### config.mk
export PLATFORM = sky130hd
export DESIGN_NAME = row_loader
export DESIGN_NICKNAME = d
export VERILOG_FILES = /design/src/rtl/row_loader_pkg.sv /design/src/rtl/row_loader_timeout_counter.sv /design/src/rtl/row_loader.sv
export SDC_FILE = /design/constraint.sdc
export NUM_CORES = 1
export LEC_CHECK = 0
export CORE_MARGIN = 2
export CORE_UTILIZATION = 56
export DETAILED_ROUTE_END_ITERATION = 12
export MAX_ROUTING_LAYER = met4
export PLACE_DENSITY = 0.88
export SETUP_SLACK_MARGIN = 0.1
export SKIP_LAST_GASP = 1
export SYNTH_ARGS = -nofsm -noshare
export SYNTH_HDL_FRONTEND = slang
export SYNTH_HIERARCHICAL = 1
export SYNTH_SLANG_ARGS = --single-unit
### constraint.sdc
create_clock -name clk_in -period 3.14 [get_ports clk_in]
set_input_delay 0.471 -clock clk_in [delete_from_list [all_inputs] [get_ports clk_in]]
set_output_delay 0.471 -clock clk_in [all_outputs]
set_load 0.005 [all_outputs]
### src/rtl/row_loader_pkg.sv
// Shared definitions for the row-load command parser.
// Holds the command byte that opens a row frame, the parser state encoding
// and the default framebuffer geometry (rows x columns).
package row_loader_pkg;

    // Command byte that opens a row-load frame ('L').
    localparam logic [7:0] CMD_ROW = 8'h4C;

    // Framebuffer geometry: 32 rows of 64 pixels.
    localparam int DEFAULT_ROW_BITS = 5;
    localparam int DEFAULT_COL_BITS = 6;

    // Parser state encoding.
    localparam logic [1:0] STATE_IDLE   = 2'd0;
    localparam logic [1:0] STATE_ROW    = 2'd1;
    localparam logic [1:0] STATE_PIX_HI = 2'd2;
    localparam logic [1:0] STATE_PIX_LO = 2'd3;

    typedef enum logic [1:0] {
        IDLE   = STATE_IDLE,
        ROW    = STATE_ROW,
        PIX_HI = STATE_PIX_HI,
        PIX_LO = STATE_PIX_LO
    } state_t;

endpackage

### src/rtl/row_loader_timeout_counter.sv
// Inter-byte idle counter for the row-load parser.
// Ports:
//   clk_in  - system clock
//   reset   - synchronous, active-high
//   clear   - forces the count to zero next cycle (has priority over enable)
//   enable  - increments the count by one
//   expired - high while the count equals TIMEOUT_TICKS
module timeout_counter
    import row_loader_pkg::*;
#(
    parameter int                       TIMEOUT_WIDTH = 12,
    parameter logic [TIMEOUT_WIDTH-1:0] TIMEOUT_TICKS = 12'd4000
) (
    input  logic clk_in,
    input  logic reset,
    input  logic clear,
    input  logic enable,
    output logic expired
);

    logic [TIMEOUT_WIDTH-1:0] count_q;
    logic [TIMEOUT_WIDTH-1:0] count_d;

    always_comb begin
        count_d = count_q;
        if (clear) begin
            count_d = '0;
        end else if (enable) begin
            count_d = count_q + TIMEOUT_WIDTH'(1);
        end
    end

    always_ff @(posedge clk_in) begin
        if (reset) begin
            count_q <= '0;
        end else begin
            count_q <= count_d;
        end
    end

    // The parser leaves its frame states on expiry, which clears the count,
    // so the counter never runs past TIMEOUT_TICKS.
    assign expired = (count_q == TIMEOUT_TICKS);

endmodule

### src/rtl/row_loader.sv
// Receive-side row-load frame parser for the LED panel controller.
// Frame: CMD_ROW, row index, then 2^COL_BITS pixels as big-endian 16-bit
// words. Each completed pixel becomes one framebuffer write.
// Ports:
//   clk_in           - system clock
//   reset            - synchronous, active-high
//   rx_data          - received byte
//   rx_data_valid    - one-cycle strobe qualifying rx_data
//   ram_write_enable - one-cycle framebuffer write strobe
//   ram_address      - {row, column} of the write
//   ram_data         - pixel word {high byte, low byte}
//   row_done         - pulse coincident with the last pixel write of a row
//   frame_error      - pulse on out-of-range row or inter-byte timeout
//   busy             - high whenever the parser is inside a frame
module row_loader #(
    parameter int                       ROW_BITS      = row_loader_pkg::DEFAULT_ROW_BITS,
    parameter int                       COL_BITS      = row_loader_pkg::DEFAULT_COL_BITS,
    parameter logic [7:0]               CMD_ROW       = row_loader_pkg::CMD_ROW,
    parameter int                       TIMEOUT_WIDTH = 12,
    parameter logic [TIMEOUT_WIDTH-1:0] TIMEOUT_TICKS = 12'd4000
) (
    input  logic                         clk_in,
    input  logic                         reset,
    input  logic [7:0]                   rx_data,
    input  logic                         rx_data_valid,
    output logic                         ram_write_enable,
    output logic [ROW_BITS+COL_BITS-1:0] ram_address,
    output logic [15:0]                  ram_data,
    output logic                         row_done,
    output logic                         frame_error,
    output logic                         busy
);
    import row_loader_pkg::*;

    localparam int ADDR_W = ROW_BITS + COL_BITS;

    state_t              state_q, state_d;
    logic [ROW_BITS-1:0] row_q, row_d;
    logic [COL_BITS-1:0] col_q, col_d;
    logic [7:0]          hi_q, hi_d;
    logic                we_q, we_d;
    logic [ADDR_W-1:0]   addr_q, addr_d;
    logic [15:0]         data_q, data_d;
    logic                done_q, done_d;
    logic                err_q, err_d;

    logic expired;
    logic tmo_clear;
    logic row_in_range;

    // Out-of-range rows are rejected rather than truncated.
    assign row_in_range = ((rx_data >> ROW_BITS) == 8'd0);

    always_comb begin
        state_d = state_q;
        row_d   = row_q;
        col_d   = col_q;
        hi_d    = hi_q;
        we_d    = 1'b0;
        addr_d  = addr_q;
        data_d  = data_q;
        done_d  = 1'b0;
        err_d   = 1'b0;

        // A byte arriving in the expiry cycle wins over the timeout.
        if (state_q != IDLE && !rx_data_valid && expired) begin
            err_d   = 1'b1;
            state_d = IDLE;
        end else begin
            unique case (state_q)
                IDLE: begin
                    if (rx_data_valid && rx_data == CMD_ROW) begin
                        state_d = ROW;
                    end
                end
                ROW: begin
                    if (rx_data_valid) begin
                        if (row_in_range) begin
                            row_d   = rx_data[ROW_BITS-1:0];
                            col_d   = '0;
                            state_d = PIX_HI;
                        end else begin
                            err_d   = 1'b1;
                            state_d = IDLE;
                        end
                    end
                end
                PIX_HI: begin
                    if (rx_data_valid) begin
                        hi_d    = rx_data;
                        state_d = PIX_LO;
                    end
                end
                PIX_LO: begin
                    if (rx_data_valid) begin
                        we_d   = 1'b1;
                        addr_d = {row_q, col_q};
                        data_d = {hi_q, rx_data};
                        if (col_q == {COL_BITS{1'b1}}) begin
                            done_d  = 1'b1;
                            state_d = IDLE;
                        end else begin
                            col_d   = col_q + COL_BITS'(1);
                            state_d = PIX_HI;
                        end
                    end
                end
                default: state_d = IDLE;
            endcase
        end
    end

    always_ff @(posedge clk_in) begin
        if (reset) begin
            state_q <= IDLE;
            row_q   <= '0;
            col_q   <= '0;
            hi_q    <= '0;
            we_q    <= 1'b0;
            addr_q  <= '0;
            data_q  <= '0;
            done_q  <= 1'b0;
            err_q   <= 1'b0;
        end else begin
            state_q <= state_d;
            row_q   <= row_d;
            col_q   <= col_d;
            hi_q    <= hi_d;
            we_q    <= we_d;
            addr_q  <= addr_d;
            data_q  <= data_d;
            done_q  <= done_d;
            err_q   <= err_d;
        end
    end

    // Clearing on the way into IDLE keeps the count at zero while idle.
    assign tmo_clear = rx_data_valid || (state_d == IDLE);

    timeout_counter #(
        .TIMEOUT_WIDTH (TIMEOUT_WIDTH),
        .TIMEOUT_TICKS (TIMEOUT_TICKS)
    ) u_timeout (
        .clk_in  (clk_in),
        .reset   (reset),
        .clear   (tmo_clear),
        .enable  (state_q != IDLE),
        .expired (expired)
    );

    assign ram_write_enable = we_q;
    assign ram_address      = addr_q;
    assign ram_data         = data_q;
    assign row_done         = done_q;
    assign frame_error      = err_q;
    assign busy             = (state_q != IDLE);

endmodule

==> key figures <==
Power
  – Leak: 1.10 nW
  – Overall Power: 1.57 mW
  – Maximum VDD drop: 0.335 mV
  – PD cells: 493 mW/mm^2

Timing
  – Final-report hold violation count: 0
  – Slew at the pin with the worst max-slew slack: 0.711 ns
  – Worst clock skew: 0.00404 ns
  – Tcrit/Tclk final: between 70 and 80%
  – Slew HR: 52.5%
  – Final setup fails: 0
  – Setup slack after layout: between 0.8 and 0.9 ns
  – Post-route setup TNS: 0 ns
  – Post-layout minimum cycle time: 2.25 ns
  – Fmax: about 440 MHz
  – Final Max Slew Viols: 0
  – RSZ-0062 raised after global routing: no

Global routing
  – Largest net degree at the start of global routing: 30
  – Global-route wire length before repair: 9.20 mm
  – Initial antenna violation count: 0
  – Total gr overflow: 0
  – Total GRT Usage: 23.8%
  – Vias in the first global route: 2024

Synthesis
  – Post-synthesis mux area share: 5.44%
  – Sequential fraction of the synthesis area: between 40% and 50%
  – Synth Register Bits: 63
  – Synth unique cells: 37
  – Syn nets: 308
  – Post-synthesis cell count: 294
  – Area leader, netlist: dfxtp_1
  – Top-area cell type share of the netlist area: approximately half
  – Mapped Avg Cell Area: 8.75 um^2
  – Mapped Area: 0.00257 mm^2
  – Top cells by count, synth: 64 x nand2_1, 63 x dfxtp_1, 43 x a21oi_1, 24 x nor2_1, 14 x mux2i_1
  – Largest cells by area after synthesis: dfxtp_1 49%, nand2_1 9.3%, a21oi_1 8.4%
  – Asr flop ratio synth: 0%
  – Top FF cell, synth: dfxtp_1
  – Cell with the most instances after synthesis: nand2_1
  – Post-Synth Simple-Gate Area: 25.0%
  – Synthesized-area fraction occupied by adder cells: 1.46%
  – Synth Area in XOR/XNOR: 1.02%
  – Synth Area in Compound Gates: 13.4%
  – Number of synthesized flops with an enable pin: 0
  – Largest family of logic cells by synthesized area: simple AND/OR/NAND/NOR gates
  – Synthesis Warnings: 6

Die
  – Die height: slightly above 70 um
  – Die extent in x: 71.8 um
  – Core Box Area: 0.00438 mm^2
  – Row Count: 24
  – Initial Util: 58.7%
  – I/O Pins: 42
  – Die area: 0.00515 mm^2

Setup path
  – Crit end category: flop
  – Critical Path AT: 2.52 ns
  – Crit-path max FO: 12
  – FF-to-FF setup slack: 1.07 ns
  – CP Data Required Time: 3.41 ns
  – Startpoint types: primary input
  – Crit path kind: in2reg

Route
  – Vias per Instance: 5.57
  – DRC errors left: 0
  – Final ANT Viol Nets: 0
  – Vias: 2182
  – TritonRoute pass-1 iters: 4
  – Initial drt markers: 179
  – Routed WL: 5.54 mm
  – DR WL/cell: 14.1 um

Layout
  – Diode count: 0
  – Final nets: about 350
  – Layout Area Growth over Synthesis: 23.6%
  – Layout cells sized above 1: 9.12%
  – Post-route cell area: 0.00318 mm^2

Placed design
  – HPWL after DPL: 3.73 mm
  – Input/output buffers: 41
  – Setup Slack @ Placement: 0.547 ns
  – Placed inst area: between 0.002 and 0.003 mm^2
  – GPL Wtd Cong: 0.862

CTS
  – Clock Latency Late Sink: approximately 0.34 ns
  – Setup bufs post-CTS: 0
  – CTS sink count: between 60 and 70
  – Number of CTS-inserted buffers: 9
  – Clock root buffer: clkbuf_8
  – # H-tree levels: 3
  – Cts repair resizes: 0
  – Hold buffer count at CTS: 0
  – Clock tree from TritonCTS: yes
  – CTS Buffer Depth: 2
  – Clock transition at the registers of the reported paths: 0.06 ns

Flow run
  – Maxcap violations: 0

Outcome
  – Outcome: completed

Min path
  – Hold crit path type: reg2reg
cell usage in the layout (no fill, tap or decap), drive strengths merged, types with 7 or more instances in the layout:
| master | n |
|---|---|
| or4 | 7 |
| mux2i | 14 |
| nand2 | 65 |
| clkbuf | 13 |
| nor2 | 25 |
| a21oi | 43 |
| o21ai | 8 |
| clkdlybuf4s50 | 41 |
| dfxtp | 63 |
| or3 | 8 |
report_power, final:
| group | total [mW] | internal (mW) | switching [mW] |
|---|---|---|---|
| registers | 0.799 | 0.799 | 0.0000618 |
| logic | 0.0391 | 0.0160 | 0.0231 |
| clock network | 0.729 | 0.429 | 0.300 |
flip-flops by register name, indices dropped and copies added, names as in the netlist, 2 cells and up:
| register | flops |
|---|---|
| ram_address | 11 |
| hi_q | 8 |
| state_q | 2 |
| ram_data | 16 |
| u_timeout/count_q | 12 |
| col_q | 6 |
| row_q | 5 |
cells by family (layout without fill, tap and decap cells):
family / Yosys count / in the layout
DFF: 63 / 63
muxes: 14 / 14
buffers and inverters: 19 / 65
and+or+nand+nor: 130 / 130
xor gates and xnor gates: 3 / 3
adders and majority gates: 3 / 3
AOI/OAI and AO/OA: 62 / 62
worst paths after layout:
kind / startpoint / endpoint / cells past startpoint
max: rx_data_valid / u_timeout/count_q[4]$_SDFFE_PP0P_ / 7
min: ram_address[0]$_SDFFE_PP0P_ / ram_address[0]$_SDFFE_PP0P_ / 2
min reg2reg: ram_address[0]$_SDFFE_PP0P_ / ram_address[0]$_SDFFE_PP0P_ / 2
max reg2reg: state_q[1]$_SDFF_PP0_ / u_timeout/count_q[4]$_SDFFE_PP0P_ / 6
per-layer routing:
metal | track usage (%) | share of wire [%] | wire length (um)
met2 | 36.0 | 48 | 2670
met5 | - | 0 | 0
met3 | 7.31 | 4.4 | 242
met1 | 29.3 | 45 | 2510
met4 | 10.9 | 2.0 | 113
metrics by stage:
stage	cells	hold WS (ns)	util, %
6_report	392	0.453	72.5
5_1_grt	392	0.473	72.5
4_1_cts	392	0.453	72.5
3_5_place_dp	376	0.446	67.8
3_3_place_gp	376	0.442	67.8
2_1_floorplan	294	0.431	-
critical path, stage by stage:
cell	delay, ns
clkdlybuf4s50_1	0.57
inv_1	0.08
or3_1	0.60
nand2_1	0.13
o211ai_1	0.09
or2_2	0.42
a21oi_1	0.15
final cells by class:
class	count	area [um^2]
Sequential cell	63	1260
Fill cell	325	1200
Multi-Input combinational cell	212	1190
Timing Repair Buffer	44	433
Clock buffer	13	169
Tap cell	52	65.1
Clock inverter	3	40.0
Inverter	5	18.8
(Power assumes the default switching activity.)
